<file path="src/rtl/cs_pkg.sv">
// Shared types and width helpers for the computational-system window filter.
// Imported by the filter top level and its reduction tree.
package cs_pkg;

    typedef enum logic [1:0] {
        CS_APPR = 2'd0,
        CS_MEAN = 2'd1,
        CS_MAX  = 2'd2,
        CS_MIN  = 2'd3
    } cs_mode_e;

    typedef enum logic [1:0] {
        RED_MAX_BELOW = 2'd0,
        RED_MAX       = 2'd1,
        RED_MIN       = 2'd2
    } cs_red_sel_e;

    localparam int unsigned CS_DATA_W = 8;
    localparam int unsigned CS_DEPTH  = 9;

    function automatic int unsigned cs_sum_w(input int unsigned dw, input int unsigned depth);
        return dw + $clog2(depth);
    endfunction

    function automatic int unsigned cs_cnt_w(input int unsigned depth);
        return $clog2(depth + 1);
    endfunction

    function automatic int unsigned cs_floor_log2(input int unsigned v);
        int unsigned r;
        r = 0;
        for (int i = 0; i < 32; i++) begin
            if ((v >> i) != 0) r = i;
        end
        return r;
    endfunction

    localparam int unsigned CS_SUM_W = cs_sum_w(CS_DATA_W, CS_DEPTH);
    localparam int unsigned CS_CNT_W = cs_cnt_w(CS_DEPTH);

endpackage

</file>
<file path="src/rtl/cs_reduce_tree.sv">
// Balanced pairwise reduction over N values: max, min, or max of values <= threshold.
// A node carries a valid bit so filtered-out leaves and padding never win; empty result is 0.
module cs_reduce_tree
    import cs_pkg::*;
#(
    parameter int unsigned DATA_W = 8,
    parameter int unsigned N      = 9
) (
    input  logic [N-1:0][DATA_W-1:0] vals,
    input  logic [DATA_W-1:0]        thresh,
    input  cs_red_sel_e              sel,
    output logic [DATA_W-1:0]        result
);

    localparam int unsigned LV = $clog2(N);
    localparam int unsigned P  = 1 << LV;

    for (genvar l = 0; l <= LV; l++) begin : g_lvl
        localparam int unsigned W = P >> l;
        logic [DATA_W-1:0] val [W];
        logic              vld [W];

        if (l == 0) begin : g_leaf
            for (genvar i = 0; i < W; i++) begin : g_node
                if (i < N) begin : g_real
                    assign val[i] = vals[i];
                    assign vld[i] = (sel != RED_MAX_BELOW) || (vals[i] <= thresh);
                end else begin : g_pad
                    assign val[i] = '0;
                    assign vld[i] = 1'b0;
                end
            end
        end else begin : g_inner
            for (genvar i = 0; i < W; i++) begin : g_node
                logic [DATA_W-1:0] a, b;
                logic              av, bv, pick_a;
                assign a  = g_lvl[l-1].val[2*i];
                assign b  = g_lvl[l-1].val[2*i+1];
                assign av = g_lvl[l-1].vld[2*i];
                assign bv = g_lvl[l-1].vld[2*i+1];
                assign pick_a = !bv || (av && ((sel == RED_MIN) ? (a <= b) : (a >= b)));
                assign val[i] = pick_a ? a : b;
                assign vld[i] = av | bv;
            end
        end
    end

    assign result = g_lvl[LV].vld[0] ? g_lvl[LV].val[0] : '0;

endmodule

</file>
<file path="src/rtl/cs_window_filter.sv">
// Sliding-window filter: DEPTH-sample window with running sum, producing one registered
// APPR / MEAN / MAX / MIN result per accepted sample once the window is full.
module cs_window_filter
    import cs_pkg::*;
#(
    parameter int unsigned DATA_W = 8,
    parameter int unsigned DEPTH  = 9
) (
    input  logic              clk,
    input  logic              reset,
    input  logic              in_valid,
    input  logic [DATA_W-1:0] x,
    input  logic [1:0]        mode,
    input  logic              flush,
    output logic [DATA_W+1:0] y,
    output logic              y_valid,
    output logic              full
);

    localparam int unsigned SUM_W  = cs_sum_w(DATA_W, DEPTH);
    localparam int unsigned CNT_W  = cs_cnt_w(DEPTH);
    localparam int unsigned SHIFT  = cs_floor_log2(DEPTH);
    localparam int unsigned APPR_W = SUM_W + 1;
    localparam int unsigned YW     = DATA_W + 2;

    logic [DATA_W-1:0] w_q [DEPTH];
    logic [DATA_W-1:0] w_d [DEPTH];
    logic [SUM_W-1:0]  sum_q, sum_d;
    logic [CNT_W-1:0]  cnt_q, cnt_d;
    cs_mode_e          mode_q, mode_d;
    logic              pend_q, pend_d;
    logic [YW-1:0]     y_q;
    logic              y_valid_q;

    logic [DEPTH-1:0][DATA_W-1:0] tree_vals;
    logic [DATA_W-1:0]            avg;
    logic [DATA_W-1:0]            red_val;
    cs_red_sel_e                  red_sel;
    logic [APPR_W-1:0]            appr_sum;
    logic [YW-1:0]                res;

    // Window, sum and count next state; flush wins over the shift.
    always_comb begin
        w_d    = w_q;
        sum_d  = sum_q;
        cnt_d  = cnt_q;
        mode_d = mode_q;
        pend_d = 1'b0;
        if (flush) begin
            for (int i = 0; i < DEPTH; i++) w_d[i] = '0;
            sum_d = '0;
            cnt_d = '0;
            if (in_valid) begin
                w_d[0] = x;
                sum_d  = SUM_W'(x);
                cnt_d  = CNT_W'(1);
            end
        end else if (in_valid) begin
            for (int i = DEPTH - 1; i > 0; i--) w_d[i] = w_q[i-1];
            w_d[0] = x;
            sum_d  = sum_q - SUM_W'(w_q[DEPTH-1]) + SUM_W'(x);
            if (cnt_q != CNT_W'(DEPTH)) cnt_d = cnt_q + CNT_W'(1);
        end
        if (in_valid) begin
            mode_d = cs_mode_e'(mode);
            pend_d = (cnt_d == CNT_W'(DEPTH));
        end
    end

    always_comb begin
        for (int i = 0; i < DEPTH; i++) tree_vals[i] = w_q[i];
    end

    assign avg = DATA_W'(sum_q / SUM_W'(DEPTH));

    always_comb begin
        red_sel = RED_MAX_BELOW;
        unique case (mode_q)
            CS_MAX:  red_sel = RED_MAX;
            CS_MIN:  red_sel = RED_MIN;
            default: red_sel = RED_MAX_BELOW;
        endcase
    end

    cs_reduce_tree #(
        .DATA_W (DATA_W),
        .N      (DEPTH)
    ) u_reduce (
        .vals   (tree_vals),
        .thresh (avg),
        .sel    (red_sel),
        .result (red_val)
    );

    // Wide enough for DEPTH*max + sum, so the sum never wraps before the shift.
    assign appr_sum = APPR_W'(DEPTH) * APPR_W'(red_val) + APPR_W'(sum_q);

    always_comb begin
        res = '0;
        unique case (mode_q)
            CS_APPR: res = YW'(appr_sum >> SHIFT);
            CS_MEAN: res = YW'(avg);
            CS_MAX:  res = YW'(red_val);
            CS_MIN:  res = YW'(red_val);
            default: res = '0;
        endcase
    end

    always_ff @(posedge clk) begin
        if (reset) begin
            for (int i = 0; i < DEPTH; i++) w_q[i] <= '0;
            sum_q     <= '0;
            cnt_q     <= '0;
            mode_q    <= CS_APPR;
            pend_q    <= 1'b0;
            y_q       <= '0;
            y_valid_q <= 1'b0;
        end else begin
            w_q       <= w_d;
            sum_q     <= sum_d;
            cnt_q     <= cnt_d;
            mode_q    <= mode_d;
            pend_q    <= pend_d;
            y_valid_q <= pend_q;
            if (pend_q) y_q <= res;
        end
    end

    assign y       = y_q;
    assign y_valid = y_valid_q;
    assign full    = (cnt_q == CNT_W'(DEPTH));

endmodule
</file>
<file path="config.mk">
export PLATFORM = sky130hd
export DESIGN_NAME = cs_window_filter
export DESIGN_NICKNAME = d
export VERILOG_FILES = /design/src/rtl/cs_pkg.sv /design/src/rtl/cs_reduce_tree.sv /design/src/rtl/cs_window_filter.sv
export SDC_FILE = /design/constraint.sdc
export NUM_CORES = 1
export LEC_CHECK = 0
export CAP_MARGIN = 40
export CORE_MARGIN = 2
export CORE_UTILIZATION = 50
export CTS_CLUSTER_DIAMETER = 100
export DETAILED_ROUTE_END_ITERATION = 8
export HOLD_SLACK_MARGIN = 0.02
export PLACE_DENSITY = 0.66
export SLEW_MARGIN = 15
export SYNTH_ARGS = -nofsm -noshare
export SYNTH_HDL_FRONTEND = slang
export SYNTH_HIERARCHICAL = 1
export SYNTH_SLANG_ARGS = --single-unit
export TNS_END_PERCENT = 1
</file>
<file path="constraint.sdc">
create_clock -name clk -period 17.4 [get_ports clk]
set_clock_uncertainty 0.05 [all_clocks]
set_input_delay 3.48 -clock clk [delete_from_list [all_inputs] [get_ports clk]]
set_output_delay 3.48 -clock clk [all_outputs]
set_load 0.02 [all_outputs]
</file>
==> flow_summary_export.csv, run 1 <==
group,metric,value,unit
cells_and_area,fin_area,0.0130,sq mm
status,status,"finished, final reports clean",
grt,met1_usage,0.382,
clocking,root_buffer,"clkbuf_16",
clocking,numCtsBuffers,9,
grt,gr-total-overflow,0,
sta,hold_viol,0,
cells_and_area,multi_input_area,0.00902,sq mm
clocking,htreeDepth,3,
clocking,clk-insertion-delay-late,0.36,ns
routing,drt_first_pass_iters,8,
logic_synthesis,yosysSeqAreaShare,0.177,
power_and_ir_drop,swShare,0.494,
routing,vias_per_cell,6.04,
clocking,clk_pin_slew,0.07,ns
logic_synthesis,synthTopCellsByCount,"ha_1 (176), nor2_1 (162), inv_1 (137)",
placed_design,gp_congestion,0.927,
floorplanning,design.die.area,0.0242,sq mm
power_and_ir_drop,finalPower,1.72,mW
grt,grt_usage,0.261,
logic_synthesis,avgSynthCellArea,8.03,sq um
floorplanning,rows,55,
min_path,hold_path_class,"flop to flop",
setup_path,crit_slowest_cell,"fa_1",
grt,busiest_layer,"met2",
sta,max_slew_margin,0.377,
routing,routed_wl,32200,um
logic_synthesis,yosysTopAreaCell,"ha_1",
setup_path,path_common_cell,"ha_1",
sta,min_period,16.33,ns
power_and_ir_drop,seqPwrFrac,0.144,
logic_synthesis,syn_nets,1636,
power_and_ir_drop,ir_drop,0.000105,V
grt,met3_usage,0.0278,
setup_path,critPathArrivalTime,16.57,ns
setup_path,startpoint_type,"flop",
sta,maxSlewViolCount,0,
power_and_ir_drop,comb_power_share,0.717,
placed_design,dpl.hpwl,23500,um
setup_path,max_stage_delay,0.49,ns
floorplanning,initial_core_util,0.508,
setup_path,path_class,"flop to flop",
floorplanning,design.core.area,0.0226,sq mm
routing,first_iter_violations,1020,
logic_synthesis,synth_edf_count,0,
logic_synthesis,async_flop_share,0,
placed_design,placed_cell_area,0.0120,sq mm
sta,fin_crit_sh,0.938,
sta,report.final.setup_viol,0,
cells_and_area,fill_cells,2041,
routing,drc,0,
setup_path,cp_max_fo,8,
clocking,clockBufferDepth,2,
sta,max_freq,61.2,MHz
routing,wl_per_cell,18.2,um
logic_synthesis,synth_cell_types,90,
clocking,cts_tree,"built",
placed_design,io_buffers,25,
logic_synthesis,yosys_warnings,6,
power_and_ir_drop,net-switching-power,0.849,mW
logic_synthesis,synth_top_flop_cell,"dfxtp_1",
cells_and_area,synthToLayoutAreaGrowth,13.1,%
floorplanning,dieWidth,156,um
setup_path,end_kind,"flop",
sta,worst_pin_slew,0.933,ns
cells_and_area,antenna_cells,0,
grt,grt_pass1_vias,9722,
clocking,clock-sinks,102,
cells_and_area,drive_above_1_share,0.131,
placed_design,pre_cts_ws,-0.395,ns
logic_synthesis,syn-instance-count,1433,
grt,grt_pass1_wl,51000,um
floorplanning,die_h,156,um
logic_synthesis,synth_most_common_cell,"ha_1",
power_and_ir_drop,p_leak,5.77,nW
logic_synthesis,synth_area,0.0115,sq mm
power_and_ir_drop,p_per_area,132,mW/mm^2
logic_synthesis,synth_area_leaders,"ha_1 (19%), dfxtp_1 (18%), mux2i_1 (10%), nor2_1 (5.3%), a21oi_1 (4.9%)",
grt,antenna_found_initial,0,
logic_synthesis,ys_ff_latch,102,
sta,fin_ws,1.07,ns
floorplanning,pin_count,26,
cells_and_area,final_nets,1678,
setup_path,worstPathRequired,17.64,ns
grt,grt_use_met2,0.411,
routing,vias,10700,
routing,final_antenna_net_count,0,
logic_synthesis,synth_top_area_share,0.191,
power_and_ir_drop,pwr-share-clk,0.139,
grt,grt_max_degree,65,
power_and_ir_drop,internal_power,0.868,mW
cells_and_area,seq_area,0.00205,sq mm
job,cap_viol_max_count,0,
[kinds of logic after synthesis]
group / share of synthesized area
muxes: 0.126
and+or+nand+nor: 0.184
xor gates and xnor gates: 0.0297
AOI/OAI and AO/OA: 0.196
buffers and inverters: 0.0706
adders and majority gates: 0.216
DFF: 0.177
[cell usage in the layout (no fill, tap or decap), drive strengths merged, types with 6 or more instances in the layout]
master,Yosys,routed
nor2b,28,28
xor2,8,8
o21a,17,17
a211o,6,6
xnor2,31,31
a31oi,7,7
clkinv,5,6
nor3b,17,17
mux2,23,23
a21boi,6,6
clkbuf,32,10
o31ai,10,10
mux2i,118,118
a21o,12,12
inv,139,140
nand2,71,71
nor4,6,6
buf,22,60
ha,176,176
a211oi,12,12
a21oi,113,113
o21ai,52,52
nor2,163,163
fa,13,13
and2,8,8
or2,8,8
o211ai,28,28
clkdlybuf4s50,0,24
nor3,41,41
nand3,25,25
nand4,40,40
o221ai,10,10
dfxtp,102,102
nand2b,15,15
[through the flow]
step	hold slack [ns]	util	TNS [ns]	std cells
after global routing	0.458	0.575	-0.221	1764
after global placement	0.416	0.532	-0.163	1716
after CTS	0.443	0.549	0	1733
after detailed placement	0.430	0.532	-1.57	1716
after floorplan	0.445	-	0	1433
final	0.443	0.575	0	1764
[layer usage]
layer	routed length, um	up-vias
met3	1880	32
met2	14200	310
met4	397	0
li1	-	5239
met1	15700	5077
met5	0	-
[critical path: cells and delay by family (launching register included)]
family          cells  cell delay, ns
compound gates     36            7.03
simple gates       21            3.24
fa+ha+maj           9            2.65
mux                 5            1.63
buf+inv             7            0.71
xor+xnor            4            0.52
flops               1            0.39
[state kept, by name (all words and copies together) (netlist names)]
name	flops
tree_vals	72
sum_q	12
y	10
cnt_q	4
mode_q	2
pend_q	1
y_valid	1
[power by group through the flow]
| stage | combinational (mW) | sequential, mW | clock [mW] |
|---|---|---|---|
| floorplan | 0.846 | 0.247 | 0 |
| global placement | 1.08 | 0.252 | 0 |
| detailed placement | 1.09 | 0.252 | 0 |
| CTS | 1.11 | 0.246 | 0.242 |
| global route | 1.35 | 0.248 | 0.250 |
| finish | 1.23 | 0.247 | 0.239 |
[path summary, 6_finish.rpt]
path | from | slack [ns] | depth (start not counted) | to
max | sum_q[10]$_SDFFE_PP0P_ | 1.07 | 82 | y[8]$_SDFFE_PP0P_
min | y[1]$_SDFFE_PP0P_ | 0.44 | 2 | y[1]$_SDFFE_PP0P_
max reg2reg | sum_q[10]$_SDFFE_PP0P_ | 1.07 | 82 | y[8]$_SDFFE_PP0P_
min reg2reg | y[1]$_SDFFE_PP0P_ | 0.44 | 2 | y[1]$_SDFFE_PP0P_
[final cells by class]
type,instances,area share
multi-input combinational,1134,0.693
sequential,102,0.157
timing repair buffer,84,0.0546
inverter,144,0.0415
tap,285,0.0274
clock buffer,10,0.0176
clock inverter,5,0.00827
[repair_timing]
action | in CTS | in global routing
pin swaps | 1 | 13
setup endpoints to repair | 5 | 10
hold buffers | 0 | 0
setup buffers | 2 | 29
cloned | 0 | 1
gates resized for setup | 8 | 74
No activity file was read; power rests on OpenSTA's default activity.
==> inputs of run 2 (changes only) <==
--- a/config.mk
+++ b/config.mk
@@ -6,7 +6,6 @@
 export NUM_CORES = 1
 export LEC_CHECK = 0
 export CAP_MARGIN = 40
-export CORE_MARGIN = 2
 export CORE_UTILIZATION = 50
 export CTS_CLUSTER_DIAMETER = 100
 export DETAILED_ROUTE_END_ITERATION = 8
==> run 2 against run 1 <==
Register-to-register slack got worse by 0.43 ns. Die area decreased by 2.6%. Global-route usage increased by 0.63 points. Total power decreased by 3.0%. Sequential share of layout area increased by 0.13 points. Core utilization decreased by 0.36 points. First-iteration DRC count decreased by 36%.
==> flow_summary_export.csv, run 2 (same netlist as run 1, synthesis figures left out) <==
group,metric,value,unit
status,status,"finished, final reports clean",
routing,routed_wl,32300,um
setup_path,path_class,"flop to flop",
job,cap_viol_max_count,0,
cells_and_area,largest_reg_flops,72,
setup_path,end_kind,"flop",
setup_path,reg2reg_depth,86,
clocking,clk-insertion-delay-late,0.36,ns
setup_path,max_stage_delay,0.49,ns
power_and_ir_drop,p_per_area,129,mW/mm^2
setup_path,regToRegEndpoint,"y[8]$_SDFFE_PP0P_",
sta,hold_viol,0,
setup_path,crit_start,"sum_q[9]$_SDFFE_PP0P_",
sta,worst_pin_slew,0.807,ns
placed_design,pre_cts_ws,-0.291,ns
clocking,clock-sinks,102,
placed_design,placed_cell_area,0.0121,sq mm
floorplanning,dieWidth,154,um
cells_and_area,final_cell_mix,"ha_1 (173), nor2_1 (159), inv_1 (136), mux2i_1 (113), a21oi_1 (110)",
routing,wl_per_cell,18.4,um
power_and_ir_drop,comb_power_share,0.725,
power_and_ir_drop,ir_drop,0.0000984,V
floorplanning,die_h,154,um
grt,grt_usage,0.267,
sta,fin_ws,0.644,ns
cells_and_area,final_nets,1666,
routing,vias,10600,
cells_and_area,synthToLayoutAreaGrowth,12.0,%
grt,gr-total-overflow,0,
grt,grt_max_degree,72,
sta,max_freq,59.7,MHz
cells_and_area,stdcell_count,1753,
placed_design,dpl.hpwl,23800,um
clocking,htreeDepth,3,
sta,min_period,16.76,ns
routing,wl_met3,1630,um
routing,drt_first_pass_iters,6,
cells_and_area,antenna_cells,0,
setup_path,cp_max_fo,10,
power_and_ir_drop,internal_power,0.824,mW
power_and_ir_drop,net-switching-power,0.842,mW
floorplanning,design.core.area,0.0226,sq mm
grt,grt_pass1_vias,9729,
routing,drc,0,
cells_and_area,fin_area,0.0129,sq mm
setup_path,crit_slowest_cell,"fa_1",
routing,wl_met1,15600,um
setup_path,startpoint_type,"flop",
clocking,root_buffer,"clkbuf_16",
setup_path,critPathArrivalTime,17.00,ns
setup_path,rrSetupSlack,0.64,ns
clocking,clockBufferDepth,2,
placed_design,gp_congestion,0.910,
cells_and_area,layout_commonest_cell,"ha_1",
routing,top_layer,"met4",
cells_and_area,drive_above_1_share,0.116,
grt,grt_pass1_wl,50700,um
floorplanning,rows,55,
grt,antenna_found_initial,0,
routing,final_antenna_net_count,0,
min_path,hold_path_class,"flop to flop",
setup_path,worstPathRequired,17.64,ns
clocking,numCtsBuffers,9,
power_and_ir_drop,p_leak,5.76,nW
routing,vias_per_cell,6.04,
power_and_ir_drop,pwr-share-clk,0.126,
sta,fin_tns_setup,0,ns
placed_design,dp.cells,1716,
placed_design,io_buffers,25,
routing,first_iter_violations,653,
setup_path,path_common_cell,"ha_1",
clocking,clk_pin_slew,0.08,ns
power_and_ir_drop,swShare,0.505,
power_and_ir_drop,seqPwrFrac,0.149,
setup_path,r2r-start,"sum_q[9]$_SDFFE_PP0P_",
setup_path,crit_path_end,"y[8]$_SDFFE_PP0P_",
clocking,cts_tree,"built",
sta,maxSlewViolCount,0,
routing,wl_met2,14400,um
sta,fin_crit_sh,0.963,
sta,max_slew_margin,0.462,
floorplanning,design.die.area,0.0236,sq mm
floorplanning,pin_count,26,
sta,report.final.setup_viol,0,
floorplanning,initial_core_util,0.510,
## run 2: changes by cell type in the layout (fill, tap and decap cells not counted), moves of 3 or more
cell / delta
bufinv_16: -3
a211oi_2: -3
mux2i_1: +8
buf_4: -12
mux2i_2: -9
## run 2: how the worst min path moves through the flow
stage / start / endpoint / slack, ns / cells after the start
floorplan: cnt_q[2]$_SDFF_PP0_ / cnt_q[2]$_SDFF_PP0_ / 0.44 / 2
global placement: y[3]$_SDFFE_PP0P_ / y[3]$_SDFFE_PP0P_ / 0.42 / 2
detailed placement: y[3]$_SDFFE_PP0P_ / y[3]$_SDFFE_PP0P_ / 0.42 / 2
CTS: y[3]$_SDFFE_PP0P_ / y[3]$_SDFFE_PP0P_ / 0.43 / 2
global route: y[5]$_SDFFE_PP0P_ / y[5]$_SDFFE_PP0P_ / 0.46 / 2
finish: y[3]$_SDFFE_PP0P_ / y[3]$_SDFFE_PP0P_ / 0.43 / 2
## run 2: layout make-up
type	count	area, sq um
Fill cell	2081	9680
Multi-Input combinational cell	1133	9000
Sequential cell	102	2050
Timing Repair Buffer	73	641
Inverter	144	541
Tap cell	285	357
Clock buffer	11	253
Clock inverter	5	53.8
## run 2: worst max-delay path: cells and delay by family (launching register included)
kind | cells | cell delay (ns)
buf+inv | 11 | 1.34
flops | 1 | 0.33
fa+ha+maj | 9 | 2.79
simple gates | 21 | 3.21
compound gates | 37 | 7.19
mux | 4 | 1.22
xor+xnor | 4 | 0.49
## run 2: stage by stage
step	util	hold WS, ns	power, mW
CTS	0.551	0.432	1.56
detailed placement	0.534	0.419	1.34
global route	0.571	0.460	1.79
global placement	0.533	0.419	1.32
floorplan	-	0.445	1.09
finish	0.571	0.433	1.67
## run 2: routing by layer
metal / vias to the layer above / global-route usage
li1: 5217 / -
met1: 5010 / 0.370
met2: 308 / 0.427
met3: 59 / 0.0383
met4: 0 / 0.0790
met5: - / 0
## run 2: power by group through the flow
| stage | logic (mW) | clock network [mW] | registers [mW] |
|---|---|---|---|
| finish | 1.21 | 0.210 | 0.248 |
| global route | 1.32 | 0.224 | 0.248 |
| CTS | 1.10 | 0.214 | 0.246 |
| detailed placement | 1.09 | 0 | 0.252 |
| global placement | 1.06 | 0 | 0.252 |
| floorplan | 0.846 | 0 | 0.247 |
## run 2: timing repair
action | in CTS | in global routing
setup buffers | 4 | 17
gates resized for setup | 6 | 67
gates cloned | 0 | 0
hold buffers | 0 | 0
setup endpoints to repair | 5 | 9
pin swaps | 1 | 5
